[src/rtl/instr_receiver_pkg.sv]
// Shared definitions for the MBED instruction link: receiver state codes and
// instruction field positions, also used by the servo-control FSM.
package instr_receiver_pkg;

    typedef enum logic [1:0] {
        ST_WAIT   = 2'd0,
        ST_SAMPLE = 2'd1,
        ST_ACK    = 2'd2,
        ST_DONE   = 2'd3
    } rx_state_t;

    localparam int MODE_MSB = 9;
    localparam int MODE_LSB = 8;
    localparam int POS_MSB  = 7;
    localparam int POS_LSB  = 0;

endpackage

[src/rtl/instr_receiver_sync.sv]
// Multi-stage flip-flop synchroniser for one asynchronous input bit.
module sync_ff #(
    parameter int STAGES = 2
) (
    input  logic clk,
    input  logic reset,
    input  logic d_i,
    output logic q_o
);

    logic [STAGES-1:0] sync_q;

    // NOTE: clocked state uses non-blocking assignments so every stage samples
    // the pre-edge value of its neighbour; blocking here would collapse the chain.
    always_ff @(posedge clk or posedge reset) begin
        if (reset) begin
            sync_q <= '0;
        end else begin
            sync_q <= {sync_q[STAGES-2:0], d_i};
        end
    end

    assign q_o = sync_q[STAGES-1];

endmodule

[src/rtl/instr_receiver.sv]
// Serial MSB-first instruction receiver with a four-phase per-bit handshake,
// mid-frame stall timeout and a one-cycle instruction_ready strobe.
module instr_receiver
    import instr_receiver_pkg::*;
#(
    parameter int WIDTH          = 10,
    parameter int TIMEOUT_CYCLES = 2400000,
    parameter int SYNC_STAGES    = 2
) (
    input  logic             clk,
    input  logic             reset,
    input  logic             data_ready,
    input  logic             data_bit,
    output logic             data_ack,
    output logic [WIDTH-1:0] instruction,
    output logic             instruction_ready,
    output logic             frame_error,
    output logic [3:0]       bit_count,
    output logic [1:0]       state
);

    localparam int TW = (TIMEOUT_CYCLES > 2) ? $clog2(TIMEOUT_CYCLES) : 1;
    localparam logic [TW-1:0] TMO_LAST = TW'(TIMEOUT_CYCLES - 1);

    logic ready_s, bit_s;

    sync_ff #(.STAGES(SYNC_STAGES)) u_sync_ready (
        .clk   (clk),
        .reset (reset),
        .d_i   (data_ready),
        .q_o   (ready_s)
    );

    sync_ff #(.STAGES(SYNC_STAGES)) u_sync_bit (
        .clk   (clk),
        .reset (reset),
        .d_i   (data_bit),
        .q_o   (bit_s)
    );

    rx_state_t        state_q, state_d;
    logic [WIDTH-1:0] shreg_q, shreg_d;
    logic [WIDTH-1:0] instr_q, instr_d;
    logic [3:0]       cnt_q, cnt_d;
    logic [TW-1:0]    tmo_q, tmo_d;
    logic             ack_q, ack_d;
    logic             irdy_q, irdy_d;
    logic             ferr_q, ferr_d;
    logic             active;
    logic [3:0]       cnt_inc;

    assign cnt_inc = cnt_q + 4'd1;
    assign active  = (cnt_q != 4'd0) || (state_q == ST_SAMPLE) || (state_q == ST_ACK);

    // NOTE: every variable gets a default before the case so no path leaves
    // one unassigned, which would otherwise infer a latch.
    always_comb begin
        state_d = state_q;
        shreg_d = shreg_q;
        instr_d = instr_q;
        cnt_d   = cnt_q;
        ack_d   = ack_q;
        irdy_d  = 1'b0;
        ferr_d  = 1'b0;
        tmo_d   = '0;

        case (state_q)
            ST_WAIT: begin
                if (ready_s) state_d = ST_SAMPLE;
            end
            ST_SAMPLE: begin
                shreg_d = {shreg_q[WIDTH-2:0], bit_s};
                ack_d   = 1'b1;
                state_d = ST_ACK;
            end
            ST_ACK: begin
                if (!ready_s) begin
                    ack_d   = 1'b0;
                    cnt_d   = cnt_inc;
                    state_d = (cnt_inc == 4'(WIDTH)) ? ST_DONE : ST_WAIT;
                end
            end
            ST_DONE: begin
                instr_d = shreg_q;
                irdy_d  = 1'b1;
                cnt_d   = 4'd0;
                state_d = ST_WAIT;
            end
            default: state_d = ST_WAIT;
        endcase

        // The stall timer measures time spent in a single state of a live frame.
        if (state_d == state_q && active) tmo_d = tmo_q + TW'(1);

        if (active && tmo_q == TMO_LAST) begin
            state_d = ST_WAIT;
            shreg_d = '0;
            instr_d = instr_q;
            cnt_d   = 4'd0;
            ack_d   = 1'b0;
            irdy_d  = 1'b0;
            ferr_d  = 1'b1;
            tmo_d   = '0;
        end
    end

    always_ff @(posedge clk or posedge reset) begin
        if (reset) begin
            state_q <= ST_WAIT;
            shreg_q <= '0;
            instr_q <= '0;
            cnt_q   <= 4'd0;
            tmo_q   <= '0;
            ack_q   <= 1'b0;
            irdy_q  <= 1'b0;
            ferr_q  <= 1'b0;
        end else begin
            state_q <= state_d;
            shreg_q <= shreg_d;
            instr_q <= instr_d;
            cnt_q   <= cnt_d;
            tmo_q   <= tmo_d;
            ack_q   <= ack_d;
            irdy_q  <= irdy_d;
            ferr_q  <= ferr_d;
        end
    end

    assign data_ack          = ack_q;
    assign instruction       = instr_q;
    assign instruction_ready = irdy_q;
    assign frame_error       = ferr_q;
    assign bit_count         = cnt_q;
    assign state             = state_q;

endmodule

[config.mk]
export PLATFORM = sky130hd
export DESIGN_NAME = instr_receiver
export DESIGN_NICKNAME = d
export VERILOG_FILES = /design/src/rtl/instr_receiver_pkg.sv /design/src/rtl/instr_receiver_sync.sv /design/src/rtl/instr_receiver.sv
export SDC_FILE = /design/constraint.sdc
export NUM_CORES = 1
export LEC_CHECK = 0
export CAP_MARGIN = 15
export CORE_MARGIN = 3
export CORE_UTILIZATION = 45
export CTS_CLUSTER_DIAMETER = 30
export CTS_CLUSTER_SIZE = 25
export DETAILED_ROUTE_END_ITERATION = 10
export GPL_TIMING_DRIVEN = 0
export HOLD_SLACK_MARGIN = 0.05
export PLACE_DENSITY_LB_ADDON = 0.12
export SYNTH_ARGS = -nofsm -noshare
export SYNTH_HDL_FRONTEND = slang
export SYNTH_SLANG_ARGS = --single-unit
[constraint.sdc]
create_clock -name clk -period 4.5 [get_ports clk]
set_input_delay 0.9 -clock clk [delete_from_list [all_inputs] [get_ports clk]]
set_output_delay 0.9 -clock clk [all_outputs]
set_load 0.05 [all_outputs]
==> results.sh <==
export IMPL_slowest_stage="clkdlybuf4s50_1"
export IMPL_p_seq_share_pct=35.8
export IMPL_worstPathArrival_ns=1.68
export IMPL_synthFlopType="dfrtp_1"
export IMPL_via_count=1895
export IMPL_nets=303
export IMPL_cp_top_family="buffers and inverters"
export IMPL_tightest_slew_ns=1.113
export IMPL_initial_utilization_pct=48.08
export IMPL_worstSetupEndpointType="output port"
export IMPL_dp_cells=356
export IMPL_hold_buffers=0
export IMPL_synth_fp_nets=273
export IMPL_dp_hpwl_um=3555
export IMPL_ant_nets=0
export IMPL_clock_path_buffers=2
export IMPL_drive_above_1_share_pct=9.932
export IMPL_drt_wl_total_um=4891
export IMPL_coreArea_um2=5709
export IMPL_synth_async_reset_ratio_pct=100.0
export IMPL_cts_sinks=55
export IMPL_fmax_ghz=0.3874
export IMPL_synth_edf_count=0
export IMPL_tritoncts="done"
export IMPL_syn_area_um2=2745
export IMPL_cts_root_buffer="clkbuf_8"
export IMPL_intPower_uw=1182
export IMPL_grt_usage_pct=14.29
export IMPL_rsz0062_at_grt="false"
export IMPL_fillers=513
export IMPL_die_x_um=84.11
export IMPL_relSlewSlack_pct=25.13
export IMPL_grt_first_pass_wirelength_um=8418
export IMPL_stdcell_area_um2=3191
export IMPL_synth_yosys_warnings=0
export IMPL_post_cts_buffers=0
export IMPL_die_h_um=84.11
export IMPL_ys_seq_elements=55
export IMPL_io_buffers=22
export IMPL_power_density_nw_per_um2=632.5
export IMPL_grt_pass1_vias=1789
export IMPL_cts_made_buffers=5
export IMPL_status="finished, final reports clean"
export IMPL_path_cells="clkdlybuf4s50_1"
export IMPL_max_stage_delay_ns=0.86
export IMPL_diodes=0
export IMPL_yosysSeqAreaShare_pct=50.14
export IMPL_synth_largest_area_cell="dfrtp_1"
export IMPL_fin_total_pwr_uw=2018
export IMPL_synth_distinct_cells=44
export IMPL_holdCritPathClass="flop to flop"
export IMPL_preCtsSetupSlack_ns=2.096
export IMPL_fin_ws_ns=1.919
export IMPL_antenna_found_initial=0
export IMPL_fin_crit_ns=2.581
export IMPL_p_sw_share_pct=41.42
export IMPL_peakVddDrop_v=0.0003973
export IMPL_io_pins=23
export IMPL_viasPerCell=5.206
export IMPL_setup_tns_ns=0
export IMPL_synth_top_area_share_pct=50.14
export IMPL_syn_to_final_growth_pct=16.23
export IMPL_drv_cap=0
export IMPL_combPwrFrac_pct=48.0
export IMPL_power_net_switching_uw=835.9
export IMPL_drt_iter0_drc=103
export IMPL_critPathMaxFanout=9
export IMPL_rows=27
export IMPL_h_tree_depth=2
export IMPL_wl_per_cell_um=13.44
export IMPL_clock_latency_ns=0.30
export IMPL_firstDrtPassIters=4
export IMPL_path_buf_inv=1
export IMPL_place_gp_congestion=0.8650
export IMPL_clkTransAtPathRegs_ns=0.10
export IMPL_required_ns=3.60
export IMPL_placed_area_um2=3075
export IMPL_hold_viol=0
export IMPL_setup_viol=0
export IMPL_power_leakage_uw=0.001380
export IMPL_synth_cells=261
export IMPL_grt_max_degree=35
export IMPL_fin_cells=364
export IMPL_ys_top_cells_by_area="dfrtp_1 50%, nor2_1 5.7%, mux2_4 4.9%, xor2_1 4.5%, ha_1 3.6%"
export IMPL_drv_slew=0
export IMPL_synth_common_cells="55 x dfrtp_1, 42 x nor2_1, 17 x nand2_1"
export IMPL_die_area_um2=7074
export IMPL_cts_resized=0
export IMPL_p_clk_share_pct=16.2
export IMPL_avgSynthCellArea_um2=10.52
export IMPL_fin_crit_sh_pct=57.36
export IMPL_fin_skew_ns=0.006881
export IMPL_gr_total_overflow=0
export IMPL_yosysMostFrequentCell="dfrtp_1"
export IMPL_critical_path_class="flop to output port"
export IMPL_drc=0
export IMPL_worst_setup_path_start_kind="flop"
## through the flow
| stage | util (%) | hold slack, ns |
|---|---|---|
| after detailed placement | 53.87 | 0.3381 |
| after global placement | 53.52 | 0.3342 |
| after CTS | 55.88 | 0.3591 |
| after floorplan | - | 0.3312 |
| final | 55.88 | 0.3558 |
| after global routing | 55.88 | 0.3637 |
## power by group through the flow
| stage | Clock [uW] | Sequential (uW) | Combinational, uW |
|---|---|---|---|
| floorplan | 0 | 937 | 506 |
| global placement | 0 | 730 | 961 |
| detailed placement | 0 | 735 | 979 |
| CTS | 339 | 724 | 982 |
| global route | 360 | 743 | 1050 |
| finish | 327 | 722 | 969 |
## sequential cells by signal, indices dropped and copies added (netlist names)
signal and count:
shreg_q 10, data_ack 1, instruction_ready 1, bit_count 4, frame_error 1, tmo_q 22, state 2, instruction 10
u_sync_ready.sync_q 2, u_sync_bit.sync_q 2
## metal layers
| metal | vias up | part of all wire [%] | wire length (um) | GRT usage [%] |
|---|---|---|---|---|
| met5 | - | 0 | 0 | 0 |
| met2 | 16 | 47 | 2306 | 22.45 |
| met1 | 919 | 50 | 2446 | 20.53 |
| li1 | 958 | - | - | - |
| met3 | 2 | 2.4 | 119 | 3.060 |
| met4 | 0 | 0.39 | 19 | 2.778 |
## cells by family (layout without fill, tap and decap cells)
logic type / after synthesis / count (layout) / share of synthesized area [%]
buffers and inverters: 20 / 51 / 3.601
adders and majority gates: 8 / 8 / 3.646
xor gates and xnor gates: 20 / 20 / 6.381
muxes: 20 / 20 / 8.979
AOI/OAI and AO/OA: 22 / 22 / 5.242
DFF: 55 / 55 / 50.14
and+or+nand+nor: 116 / 116 / 22.01
## cell type report
| class | instances | area [um2] | area share [%] |
|---|---|---|---|
| clock buffers | 5 | 68.82 | 2.157 |
| clock inverters | 3 | 46.29 | 1.451 |
| plain buffers | 10 | 61.31 | 1.922 |
| flip-flops and latches | 55 | 1376 | 43.14 |
| inverters | 10 | 37.54 | 1.176 |
| well taps | 72 | 90.09 | 2.824 |
| repair buffers | 23 | 240.2 | 7.529 |
| multi-input cells | 186 | 1270 | 39.80 |
## final timing paths
| check | from | to | slack [ns] | depth (start not counted) |
|---|---|---|---|---|
| setup / recovery | bit_count[3] | bit_count[3] | 1.92 | 1 |
| hold / removal | u_sync_bit.sync_q[0] | u_sync_bit.sync_q[1] | 0.36 | 0 |
| setup reg to reg | state[0] | tmo_q[10] | 2.10 | 9 |
| hold reg to reg | u_sync_bit.sync_q[0] | u_sync_bit.sync_q[1] | 0.36 | 0 |
| max in group asynchronous | reset | shreg_q[7] | 3.05 | 3 |
| min in group asynchronous | reset | tmo_q[18] | 0.93 | 2 |
## placed cells by master, fill, tap and decap left out, types with 7 or more instances in the layout
cell type	count
nor2_1	42
mux2i_1	10
clkdlybuf4s50_1	22
o21ai_0	7
mux2_4	9
ha_1	8
nand2_1	17
nand4_1	10
dfrtp_1	55
inv_1	9
xor2_1	14
nand3_1	13
(Power assumes the default switching activity.)
